$ cat config.mk
export PLATFORM = sky130hd
export DESIGN_NAME = dp_sequencer
export DESIGN_NICKNAME = d
export VERILOG_FILES = /design/src/rtl/dp_ctrl_pkg.sv /design/src/rtl/dp_sequencer.sv
export SDC_FILE = /design/constraint.sdc
export NUM_CORES = 1
export LEC_CHECK = 0
export CORE_MARGIN = 2
export CORE_UTILIZATION = 41
export DETAILED_ROUTE_END_ITERATION = 7
export GPL_TIMING_DRIVEN = 0
export MAX_ROUTING_LAYER = met4
export PLACE_DENSITY = 0.8
export SLEW_MARGIN = 20
export SYNTH_ARGS = -nofsm -noshare
export SYNTH_HDL_FRONTEND = slang
export SYNTH_SLANG_ARGS = --single-unit
$ cat constraint.sdc
create_clock -name clk -period 1.55 [get_ports clk]
set_input_delay 0.155 -clock clk [delete_from_list [all_inputs] [get_ports clk]]
set_output_delay 0.155 -clock clk [all_outputs]
set_load 0.005 [all_outputs]
$ cat src/rtl/dp_ctrl_pkg.sv
// dp_ctrl_pkg: instruction classes, sequencer states and instruction field positions
package dp_ctrl_pkg;
  typedef enum logic [1:0] {CLS_RR = 2'b00, CLS_RI = 2'b01, CLS_REP = 2'b10, CLS_CMP = 2'b11} cls_e;
  typedef enum logic {IDLE = 1'b0, EXEC = 1'b1} state_e;
  localparam int CLS_HI = 15;
  localparam int CLS_LO = 14;
  localparam int OP_HI  = 13;
  localparam int OP_LO  = 10;
  localparam int W_HI   = 9;
  localparam int W_LO   = 7;
  localparam int R_HI   = 6;
  localparam int R_LO   = 4;
  localparam int S_HI   = 3;
  localparam int S_LO   = 1;
  localparam int IMM_HI = 3;
  localparam int IMM_LO = 0;
endpackage

$ cat src/rtl/dp_sequencer.sv
// dp_sequencer: two-state instruction sequencer driving the integer datapath controls
module dp_sequencer
  import dp_ctrl_pkg::*;
#(
  parameter int REP_MAX_LOG2 = 4
) (
  input  logic        clk,
  input  logic        rst,
  input  logic [15:0] instr,
  input  logic        instr_valid,
  output logic        instr_ready,
  output logic        busy,
  output logic        done,
  output logic [2:0]  W_Adr,
  output logic [2:0]  R_Adr,
  output logic [2:0]  S_Adr,
  output logic        we,
  output logic [15:0] DS,
  output logic        S_Sel,
  output logic [3:0]  ALU_OP,
  input  logic        N,
  input  logic        Z,
  input  logic        C,
  output logic        flag_n,
  output logic        flag_z,
  output logic        flag_c
);
  state_e state, state_nxt;
  logic [15:0] ir;
  logic [REP_MAX_LOG2-1:0] cnt;
  cls_e cls;
  logic last;
  assign cls = cls_e'(ir[CLS_HI:CLS_LO]);
  assign last = !(cls == CLS_REP && cnt != '0);
  always_ff @(posedge clk) begin
    if (!rst) begin
      state  <= IDLE;
      ir     <= '0;
      cnt    <= '0;
      done   <= 1'b0;
      flag_n <= 1'b0;
      flag_z <= 1'b0;
      flag_c <= 1'b0;
    end else begin
      state <= state_nxt;
      done  <= state == EXEC && last;
      if (state == IDLE && instr_valid) begin
        ir  <= instr;
        cnt <= instr[CLS_HI:CLS_LO] == CLS_REP ? REP_MAX_LOG2'(instr[IMM_HI:IMM_LO]) : '0;
      end
      if (state == EXEC) begin
        {flag_n, flag_z, flag_c} <= {N, Z, C};
        if (!last) cnt <= cnt - REP_MAX_LOG2'(1);
      end
    end
  end
  // datapath controls are zero in IDLE and decoded from ir in EXEC
  always_comb begin
    state_nxt   = state;
    instr_ready = 1'b0;
    busy        = 1'b0;
    W_Adr       = '0;
    R_Adr       = '0;
    S_Adr       = '0;
    DS          = '0;
    S_Sel       = 1'b0;
    ALU_OP      = '0;
    we          = 1'b0;
    if (state == IDLE) begin
      instr_ready = 1'b1;
      state_nxt   = instr_valid ? EXEC : IDLE;
    end else begin
      busy      = 1'b1;
      state_nxt = last ? IDLE : EXEC;
      ALU_OP    = ir[OP_HI:OP_LO];
      W_Adr     = cls == CLS_CMP ? 3'd0 : ir[W_HI:W_LO];
      R_Adr     = cls == CLS_REP ? ir[W_HI:W_LO] : ir[R_HI:R_LO];
      S_Adr     = cls == CLS_REP ? ir[R_HI:R_LO] : cls == CLS_RI ? 3'd0 : ir[S_HI:S_LO];
      DS        = cls == CLS_RI ? {12'h000, ir[IMM_HI:IMM_LO]} : 16'h0000;
      S_Sel     = cls == CLS_RI;
      we        = cls != CLS_CMP;
    end
  end
endmodule

==> metrics.txt <==
slowest cell on the critical path dfxtp_4; grt ovf 0; Nets 264; routed vias/inst 4.620; Data arrival, critical path 1.41 ns; largest net degree at the start of global routing 14; Root Buffer clkbuf_4; Mapped Area 1331 um^2; Starting Density 43.25%; FP Rows 20; Bufs and invs on worst path 2; Power Dens Cells between 600 and 700 nW/um^2; Die Span Y slightly above 60 um; share of cells above drive strength 1 28.33%; final antenna-violating net count 0; min cycle time layout 1.564 ns; Synth Area per Inst 8.218 um^2; yosys warns 0; Fin Setup TNS -0.03724 ns; clock buffer depth 2; xor and xnor area share after synthesis 1.316%; Crit path largest cell delay 0.39 ns; critical path launch point ir[15]; violated checks negative setup slack; Clk pwr share a little over a fifth; CTS tree done; Max-Cap Viols 0; fmax 0.6394 GHz; fin crit share 100.9%; hold crit path type input port to flip-flop; critical path cell sequence nor2b_4 -> buf_6 -> mux2i_1 -> nor2_1 -> buf_2; RePlAce Congestion 0.7421; Leak Pwr around 0.9 nW; Final Max Tran Viols 0; status finished with violations; main combinational cell family by area after synthesis simple AND/OR/NAND/NOR gates; Initial DRC Count 30; CP Launch Type flip-flop; die area approximately 3700 um^2; DP HPWL 2224 um; Setup CP Type flip-flop to primary output; Clock transition at path regs 0.12 ns; final hold vios 0; Distinct cells, synth 33; power share of the sequential group 52.5%; simple-gate portion of the synthesized area 24.91%; WL per Instance 11.90 um; switching pwr around 0.00036 W; Max VDD drop 0.0004333 V; switching share of power 26.63%; clock sink count 25; initial antenna violation count 0; Mapped Cells around 160; FF+latch count, synth 25; DRT Pass-1 Iters 4; DR DRC count 0; number of global-route vias before repair 1194; combinational power share 26.2%; clk_lat worst skew 0.31 ns; DIE WIDTH about 61 um; GRT Util Overall 20.46%; sequential share of the synthesized area 37.59%; Int Power 0.0009853 W; H-tree depth 1; Crit. End Element primary output; routed wire length 3380 um; final setup fails 4; RSZ-0062 raised after global routing true; IO Count 59; Top delay family on crit path flip-flops; CORE AREA between 3000 and 4000 um^2; clk_skew between 0.004 and 0.005 ns; adder-cell share of the synthesized area less than 1%; FF-to-FF Start cnt[0]; diodes inserted 0; Final WS setup -0.01399 ns; detailed-route via count 1312; Worst Path Max Fanout 5; flop2flop setup slack 0.10 ns; Worst EP required 1.39 ns; area added between synthesis and finish 61.00%; Port Buffer Count 46; first-pass GRT wire length 5437 um; cts bufs inserted 3; Setup WS pre-CTS -0.3293 ns; Hold Startpoint instr[10]; complex-gate fraction of the synthesized area 18.98%; mux cell area share after synthesis 4.511%
[state kept, by name, indices dropped and copies added (netlist names)]
signal	count
flag_c	1
flag_z	1
flag_n	1
ir	16
done	1
cnt	4
state	1
[path summary, 6_finish.rpt]
check / endpoint / cells past startpoint
setup / recovery: R_Adr[2] / 5
hold reg to reg: ir[12] / 2
setup reg to reg: cnt[0] / 5
hold / removal: ir[10] / 3
[per-layer routing]
layer	routed length (um)	vias to the layer above	track usage, %	share of wire [%]
met4	69	0	8.075	2.0
met2	1609	48	33.49	48
met3	174	7	2.559	5.1
met1	1528	582	25.59	45
li1	-	675	-	-
met5	0	-	-	0
[kinds of logic (layout without fill, tap and decap cells)]
group / Yosys count / in the layout
AO/OA/AOI/OAI: 35 / 35
multiplexers: 6 / 6
buffers and inverters: 25 / 92
other: 1 / 12
AND/OR/NAND/NOR: 67 / 67
flip-flops: 25 / 25
adder cells (fa/ha/maj): 1 / 1
XOR/XNOR: 2 / 2
[layout make-up]
type / instances / area, um^2
Multi-Input combinational cell: 123 / 789.5
Sequential cell: 25 / 511.7
Timing Repair Buffer: 65 / 601.8
Buffer: 19 / 131.4
Tap cell: 44 / 55.05
Inverter: 4 / 27.53
Fill cell: 249 / 934.6
Clock buffer: 4 / 26.28
[synthesized netlist by cell type]
library cell / count / area share [%]
clkinv_1: 1 / 0.28
nand2b_1: 1 / 0.47
a22oi_1: 6 / 3.4
conb_1: 1 / 0.28
nand2_1: 34 / 9.6
nor2b_1: 6 / 2.8
or3b_4: 1 / 0.85
ha_1: 1 / 0.94
xnor2_1: 1 / 0.66
a21boi_0: 16 / 9.0
nor3b_1: 1 / 0.56
a21boi_1: 1 / 0.56
a21oi_1: 5 / 1.9
mux2i_1: 6 / 4.5
and2_1: 11 / 5.2
a21o_1: 1 / 0.56
nand3_1: 2 / 0.75
nor4_1: 1 / 0.47
o31a_2: 1 / 0.75
nand3b_1: 1 / 0.56
clkbuf_2: 1 / 0.38
clkbuf_1: 2 / 0.56
and4b_1: 1 / 0.75
o41ai_1: 1 / 0.66
and4bb_2: 1 / 0.94
nor2_1: 7 / 2.0
a31oi_1: 1 / 0.47
xor2_1: 1 / 0.66
inv_1: 3 / 0.85
o31ai_1: 3 / 1.7
buf_4: 14 / 7.9
dfxtp_1: 25 / 38
buf_2: 4 / 1.5
[timing repair]
item                       4_1_cts  5_1_grt
pin swaps                       10        7
resized for setup               77       16
hold buffers                     0        0
setup endpoints to repair       20       28
buffers inserted                19        1
[per-stage QoR]
stage          power [W]  area [um^2]  utilization (%)  std cells  hold slack (ns)
2_1_floorplan  0.0008696         1373                -        173           0.2899
3_3_place_gp   0.0009885         1888            61.34        263           0.4456
3_5_place_dp   0.0009937         1888            61.34        263           0.4522
4_1_cts         0.001342         2112            68.62        286           0.3744
5_1_grt         0.001434         2143            69.63        284           0.3650
6_report        0.001343         2143            69.63        284           0.3815
[power groups by stage]
stage / clock (W) / combinational (W) / sequential [W]
after floorplan: 0 / 0.000159 / 0.000711
after global placement: 0 / 0.000273 / 0.000715
after detailed placement: 0 / 0.000277 / 0.000716
after CTS: 0.000297 / 0.000344 / 0.000701
after global routing: 0.000337 / 0.000386 / 0.000710
final: 0.000286 / 0.000352 / 0.000705
[placed cells by master, fill, tap and decap left out, types with 3 or more instances in the layout]
master / count
buf_6: 14
buf_2: 8
a21oi_1: 4
buf_4: 22
nor2b_1: 5
dfxtp_1: 22
and2_1: 8
clkbuf_4: 3
nor2_1: 6
nand2_1: 33
a22oi_1: 4
a21boi_0: 16
dfxtp_4: 3
dlygate4sd2_1: 7
and2_4: 3
clkdlybuf4s50_1: 26
o31ai_1: 3
clkbuf_1: 3
mux2i_1: 6
inv_1: 3
conb_1: 12
[tightest hold or removal path, stage by stage]
cell	delay, ns
clkdlybuf4s50_1	0.39
nand2_1	0.05
a21boi_0	0.06
Note: power is estimated with default switching activity, not from simulation.
